[src/rtl/video_pkg.sv]
// video_pkg: shared pixel/strobe types and constants for the video pipeline
package video_pkg;
  localparam int DEFAULT_PIX_W = 24;
  localparam int COMPOSITOR_LATENCY = 2;
  typedef logic [DEFAULT_PIX_W-1:0] pixel_t;
  typedef struct packed {
    logic valid;
    logic hsync;
    logic vsync;
    logic blank;
  } vid_strobe_t;
  localparam pixel_t BLACK = '0;
endpackage

[src/rtl/video_compositor_priority_overlay.sv]
// priority_overlay: lowest-index-wins overlay selector, optional 50% blend (VIDEO_COMPOSITOR_BLEND_EN)
module priority_overlay
  import video_pkg::*;
#(
  parameter int NUM_OVL = 2,
  parameter int PIX_W   = 24
) (
  input  logic [PIX_W-1:0]         bg_in,
  input  logic [NUM_OVL-1:0]       mask_in,
  input  logic [NUM_OVL-1:0]       blend_in,
  input  logic [NUM_OVL*PIX_W-1:0] color_in,
  output logic [PIX_W-1:0]         pixel_out
);
  localparam int C = PIX_W / 3;
`ifdef VIDEO_COMPOSITOR_BLEND_EN
  function automatic logic [PIX_W-1:0] mix(input logic [PIX_W-1:0] a, input logic [PIX_W-1:0] b);
    for (int k = 0; k < 3; k++)
      mix[k*C +: C] = {1'b0, a[k*C+1 +: C-1]} + {1'b0, b[k*C+1 +: C-1]};
  endfunction
  // scan from lowest priority up so the lowest set index ends up winning
  always_comb begin
    pixel_out = bg_in;
    for (int i = NUM_OVL - 1; i >= 0; i--)
      if (mask_in[i]) pixel_out = blend_in[i] ? mix(bg_in, color_in[i*PIX_W +: PIX_W]) : color_in[i*PIX_W +: PIX_W];
  end
`else
  logic unused_blend;
  assign unused_blend = ^blend_in;
  // scan from lowest priority up so the lowest set index ends up winning
  always_comb begin
    pixel_out = bg_in;
    for (int i = NUM_OVL - 1; i >= 0; i--)
      if (mask_in[i]) pixel_out = color_in[i*PIX_W +: PIX_W];
  end
`endif
endmodule

[src/rtl/video_compositor.sv]
// video_compositor: 2-stage background select + overlay compositor, config latched on vsync rise (blend via VIDEO_COMPOSITOR_BLEND_EN)
module video_compositor
  import video_pkg::*;
#(
  parameter int NUM_BG  = 4,
  parameter int NUM_OVL = 2,
  parameter int PIX_W   = 24
) (
  input  logic                        clk_in,
  input  logic                        rst_in,
  input  logic [$clog2(NUM_BG)-1:0]   bg_sel_in,
  input  logic [NUM_OVL-1:0]          ovl_en_in,
  input  logic [NUM_OVL-1:0]          ovl_blend_in,
  input  logic [NUM_BG*PIX_W-1:0]     bg_pixel_in,
  input  logic [NUM_OVL-1:0]          ovl_mask_in,
  input  logic [NUM_OVL*PIX_W-1:0]    ovl_color_in,
  input  logic                        valid_in,
  input  logic                        hsync_in,
  input  logic                        vsync_in,
  input  logic                        blank_in,
  output logic [PIX_W-1:0]            pixel_out,
  output logic                        valid_out,
  output logic                        hsync_out,
  output logic                        vsync_out,
  output logic                        blank_out,
  output logic                        cfg_pending_out
);
  localparam int BW = $clog2(NUM_BG);
  logic vs_prev, vs_edge;
  logic [BW-1:0] act_bg;
  logic [NUM_OVL-1:0] act_en, s1_mask, s1_blend;
  logic [PIX_W-1:0] s1_bg, ovl_pix;
  logic [NUM_OVL*PIX_W-1:0] s1_col;
  vid_strobe_t s1_strb;
  logic [PIX_W-1:0] bg_arr [2**BW];
  assign vs_edge = vsync_in & ~vs_prev;
  genvar g;
  for (g = 0; g < 2**BW; g++) begin : g_bg
    if (g < NUM_BG) begin : g_src
      assign bg_arr[g] = bg_pixel_in[g*PIX_W +: PIX_W];
    end else begin : g_oob
      assign bg_arr[g] = '0;
    end
  end
`ifdef VIDEO_COMPOSITOR_BLEND_EN
  logic [NUM_OVL-1:0] act_blend;
  // blend modes shadow like the rest of the config; stage 1 carries them with the pixel
  always_ff @(posedge clk_in or posedge rst_in)
    if (rst_in) begin
      act_blend <= '0;
      s1_blend  <= '0;
    end else begin
      if (vs_edge) act_blend <= ovl_blend_in;
      s1_blend <= act_blend;
    end
  assign cfg_pending_out = (bg_sel_in != act_bg) | (ovl_en_in != act_en) | (ovl_blend_in != act_blend);
`else
  logic unused_blend;
  assign unused_blend = ^ovl_blend_in;
  assign s1_blend = '0;
  assign cfg_pending_out = (bg_sel_in != act_bg) | (ovl_en_in != act_en);
`endif
  // active config loads only on a vsync rising edge; vs_prev resets high to ignore a held vsync
  always_ff @(posedge clk_in or posedge rst_in)
    if (rst_in) begin
      vs_prev <= 1'b1;
      act_bg  <= '0;
      act_en  <= '0;
    end else begin
      vs_prev <= vsync_in;
      if (vs_edge) begin
        act_bg <= bg_sel_in;
        act_en <= ovl_en_in;
      end
    end
  // stage 1: background select, enable-gated masks, colours and strobes
  always_ff @(posedge clk_in or posedge rst_in)
    if (rst_in) begin
      s1_bg   <= '0;
      s1_mask <= '0;
      s1_col  <= '0;
      s1_strb <= vid_strobe_t'(4'b0001);
    end else begin
      s1_bg   <= bg_arr[act_bg];
      s1_mask <= ovl_mask_in & act_en;
      s1_col  <= ovl_color_in;
      s1_strb <= vid_strobe_t'({valid_in, hsync_in, vsync_in, blank_in});
    end
  priority_overlay #(.NUM_OVL(NUM_OVL), .PIX_W(PIX_W)) u_ovl (
    .bg_in(s1_bg),
    .mask_in(s1_mask),
    .blend_in(s1_blend),
    .color_in(s1_col),
    .pixel_out(ovl_pix)
  );
  // stage 2: composite result, forced black during blanking
  always_ff @(posedge clk_in or posedge rst_in)
    if (rst_in) begin
      pixel_out <= '0;
      valid_out <= 1'b0;
      hsync_out <= 1'b0;
      vsync_out <= 1'b0;
      blank_out <= 1'b1;
    end else begin
      pixel_out <= s1_strb.blank ? '0 : ovl_pix;
      valid_out <= s1_strb.valid;
      hsync_out <= s1_strb.hsync;
      vsync_out <= s1_strb.vsync;
      blank_out <= s1_strb.blank;
    end
endmodule

[config.mk]
export PLATFORM = sky130hd
export DESIGN_NAME = video_compositor
export DESIGN_NICKNAME = d
export VERILOG_FILES = /design/src/rtl/video_pkg.sv /design/src/rtl/video_compositor_priority_overlay.sv /design/src/rtl/video_compositor.sv
export SDC_FILE = /design/constraint.sdc
export NUM_CORES = 1
export LEC_CHECK = 0
export ABC_AREA = 1
export CAP_MARGIN = 10
export CORE_MARGIN = 3
export CORE_UTILIZATION = 35
export CTS_CLUSTER_SIZE = 30
export DETAILED_ROUTE_END_ITERATION = 10
export PLACE_DENSITY = 0.76
export REMOVE_ABC_BUFFERS = 1
export SKIP_CTS_REPAIR_TIMING = 1
export SLEW_MARGIN = 30
export SYNTH_ARGS = -nofsm -noshare
export SYNTH_HDL_FRONTEND = slang
export SYNTH_HIERARCHICAL = 1
export SYNTH_SLANG_ARGS = --single-unit
export TNS_END_PERCENT = 30
[constraint.sdc]
create_clock -name clk_in -period 5 [get_ports clk_in]
set_input_delay 1.5 -clock clk_in [delete_from_list [all_inputs] [get_ports clk_in]]
set_output_delay 1.5 -clock clk_in [all_outputs]
set_load 0.03 [all_outputs]
After elaboration in Yosys (flattened, before gate mapping)
Index checks and enable logic that the tools add are counted.
{"block": "op_classes", "magnitude_cmp": 1, "n_bitwise": 5, "mux": 6, "eq_ne": 2}
{"cell": "$mux 24", "count": 5}
{"cell": "$bmux 24 s2", "count": 1}
{"cell": "$ne 2x2->1", "count": 2}
{"cell": "$ge 3x3->1 const B", "count": 1}
{"cell": "$not 2->3", "count": 1}
{"cell": "$and 2x2->2", "count": 1}
{"cell": "$and 1x1->1", "count": 1}
{"cell": "$not 1->1", "count": 1}
{"cell": "$or 1x1->1", "count": 1}
{"block": "totals", "ff_bits": 111, "out_inout_bits": 29, "input_bits": 158}

Longest topological paths before layout
{"block": "depth", "depth_word": 4, "ltp_mapped": 8}

Cells and area by module
Netlist, hierarchy kept.
{"mod": "video_compositor", "cells_per_inst": 431, "n_inst": 1, "area_per_inst_um2": 4070.2}
{"mod": "priority_overlay", "cells_per_inst": 180, "n_inst": 1, "area_per_inst_um2": 789.5}

Worst setup path before layout
Ideal clock, no wire load.
{"block": "synth_timing", "kind": "input to output", "from": "in bg_sel_in[1]", "to": "out cfg_pending_out", "t_arrival_ns": 1.889, "path_stages": 5, "required_time_ns": 3.500, "setup_slack_ns": 1.611, "n_path_buf": 0, "path_cell_list": "inv_1 > nand2_1 > nand2_1 > nor2_1 > nand2_1"}
{"block": "synth_between", "elab_chain_cells": 2}
{"element": "start: declaration", "line": "video_compositor.sv:11", "source": "input logic [$clog2(NUM_BG)-1:0] bg_sel_in,"}
{"element": "$ne 2x2->1", "line": "video_compositor.sv:61", "source": "assign cfg_pending_out = (bg_sel_in != act_bg) | (ovl_en_in != act_en);"}
{"element": "$or 1x1->1", "line": "video_compositor.sv:61"}
{"element": "end: declaration", "line": "video_compositor.sv:26", "source": "output logic cfg_pending_out"}
No other way between the ends.

Worst setup path in the final report
{"block": "layout_timing", "from": "in ovl_en_in[0]", "to": "out cfg_pending_out"}
{"block": "layout_between", "elab_chain_cells": 2}
{"element": "start: declaration", "line": "video_compositor.sv:12", "source": "input logic [NUM_OVL-1:0] ovl_en_in,"}
{"element": "$ne 2x2->1", "line": "video_compositor.sv:61"}
{"element": "$or 1x1->1", "line": "video_compositor.sv:61"}
No other way between the ends.

==> out/results.txt <==
The most numerous cell on the critical path was sky130_fd_sc_hd__nand2_1. Summing over every cut layer, the via total after detailed routing is 4045. Counting buffers and inverters, the worst setup path is 7 cells deep. CTS saw 111 sinks. In this design, the largest share of critical-path delay is due to buffers and inverters. The critical path is of the input pin to output port type. The final layout contains 939 nets. The run gives 613 ps as the minimum setup slack in the final design. The repair_antennas step left the layout with diodes totalling 0. The die is 124 um wide. The clock period could shrink to 4390 ps. The tools report the worst path arrival time as 2890 ps. The total overflow left after global routing is 0.

Summing all placed instances gives a cell area of 6760 sq um. The worst hold path belongs to the class flip-flop to flip-flop. The worst hold path was traced through 0 stages.

In this run the worst path has a maximum fanout of 2. The clock-pin slew of the registers on the worst-case setup and hold paths was 70 ps; the placeable core region was 13400 sq um. The tools report the initial antenna violation count as 0. The worst setup path is captured at an output port. The die is 124 um tall. For this run, the slowest stage of the critical path takes 580 ps. For the clock network latency to the later pin of the worst-skew pair, the log shows 350 ps. At the end of routability-driven placement, the weighted congestion stood at 0.780.

Average size of a mapped cell: 7.96 sq um. Summed over all nets, the half-perimeter wirelength after detailed placement is 8440 um. For the worst setup path, the data required time is 3500 ps.

The first TritonRoute pass finished after 4 iterations. The count of nets left with antenna violations once routing finished came out at 0. The analysis attributes to cell leakage a power of 3.64 nW. The final cell count without fillers was 962. 187 I/O pins were placed.

Relative to the synthesized area, the layout overhead comes to 44.8%. For the worst setup slack before clock tree synthesis, the log shows 620 ps. Clock skew on the completed layout was measured at 4.50 ps. After technology mapping, the gate count stands at 610.

The run gives 0 as the number of hold violations in the final report. The critical path contains buffers and inverters numbering 3 combined. In the final routed layout, each cell accounts on average for 13.0 um.

During synthesis, Yosys emitted a total of 6 warnings. Measured in cells, the most critical reg-to-reg path has a length of 5. The port buffer count works out to 184. For this configuration, the core starts out at a cell density of 36.2%. The count of final setup violators was 0. The first global-routing pass estimated 18400 um of wire. In this run the core area contains 42 standard-cell rows.

Max-cap violations in this run came to 0. For the via count of the first global-routing pass, the log shows 3615. The run gives 0 as the number of max-slew violations in the final report.

With fillers left out, the area of the finished cells amounts to 7030 sq um. On the critical path, the stage with the largest delay is an instance of sky130_fd_sc_hd__clkdlybuf4s50_1. Global routing used 16.3% of the available tracks across all layers.

Transition time of the tightest slew-check pin: 750 ps. The run finished with clean final reports. The number of placed instances, taps included, is 946. The logs give 351 ps for the worst-case hold slack and 2 for the number of buffers on the longest clock path. The first routing iteration left 191 violations. In the routed design, unresolved DRC markers number 0.

Entering global routing, the biggest net connects 74 pins. Setup repair after global routing left no endpoint under its margin. CTS built an H-tree with a depth of 3. The sum of negative setup slack came out at 0 ps. The die covers 15300 sq um. Dividing the detail-routed via count by the number of cells gives 4.20. Headroom to the max-slew limit came out at 50.0%. The power density over the cells came out at 319 nW/um^2. The worst setup path is launched from an input pin. The highest attainable clock frequency came out at 228 MHz.

Final clock period utilization by the worst path: 87.7%. TritonCTS built the clock tree. The run gives 0.202 mV as the worst ir drop on vdd.

The total detailed-routing wirelength was 12500 um; the fraction of final layout cells sized beyond drive strength 1 was 4.96%. The mapped netlist covers 4860 sq um. The root buffer cell chosen for the clock tree is sky130_fd_sc_hd__clkbuf_16. Traced cell by cell, the critical path runs through clkdlybuf4s50_1, inv_1, nand2_1, nand2_1, nor2_1, nand2_1, clkdlybuf4s50_1.

TritonCTS created 9 clock buffers.
-- path summary, 6_finish.rpt --
check / end / slack [ps] / startpoint
setup reg to reg: pixel_out[20] / 3510 / s1_mask[0]
max in group asynchronous: blank_out / 2620 / rst_in
hold reg to reg: hsync_out / 350 / s1_strb[2]
min in group asynchronous: s1_bg[11] / 1620 / rst_in
hold / removal: hsync_out / 350 / s1_strb[2]
setup / recovery: cfg_pending_out / 610 / ovl_en_in[0]
-- registers in the layout, indices dropped and copies added, names as in the netlist --
signal     flops
s1_mask        2
vsync_out      1
pixel_out     24
act_bg         2
valid_out      1
vs_prev        1
hsync_out      1
blank_out      1
s1_strb        4
s1_col        48
act_en         2
s1_bg         24
-- layout make-up --
cell class / instances / area (sq um)
fill: 1246 / 6370
sequential: 111 / 2790
timing repair buffer: 187 / 1880
multi-input combinational: 362 / 1450
inverter: 110 / 424
clock buffer: 11 / 243
tap: 176 / 220
clock inverter: 5 / 33.8
-- metrics by stage --
step	util [%]	power, mW
2_1_floorplan	-	1.34
3_3_place_gp	50.4	1.59
3_5_place_dp	50.4	1.60
4_1_cts	52.5	2.28
5_1_grt	52.5	2.38
6_report	52.5	2.24
-- worst register-to-register path, cell delays in order, from the launching register on --
cell and delay, ps:
sky130_fd_sc_hd__dfrtp_2 770, sky130_fd_sc_hd__inv_4 280, sky130_fd_sc_hd__nand3_1 180, sky130_fd_sc_hd__nand2_1 60, sky130_fd_sc_hd__inv_1 50, sky130_fd_sc_hd__nor2_1 30
-- per-layer routing --
metal / vias to the layer above / wire, um / track usage, %
met3: 17 / 704 / 3.91
met2: 104 / 6170 / 27.1
met4: 0 / 300 / 7.40
met5: - / 0 / 0
li1: 2103 / - / -
met1: 1821 / 5280 / 20.0
-- power by group --
| part | total, mW | internal, mW | leakage, nW | switching, mW |
|---|---|---|---|---|
| clock network | 0.667 | 0.351 | 0.132 | 0.316 |
| logic | 0.543 | 0.254 | 2.18 | 0.290 |
| registers | 1.03 | 0.989 | 1.33 | 0.0422 |
| total | 2.24 | 1.59 | 3.64 | 0.648 |
-- placed cells by master, fill, tap and decap left out, drive strengths merged --
cell type and n:
buf 3, clkbuf 11, clkdlybuf4s50 184, clkinv 4, clkinvlp 2, dfrtp 108, dfstp 3, inv 109
nand2 260, nand3 24, nor2 50, o21ai 28
Note: power is estimated with default switching activity, not from simulation.
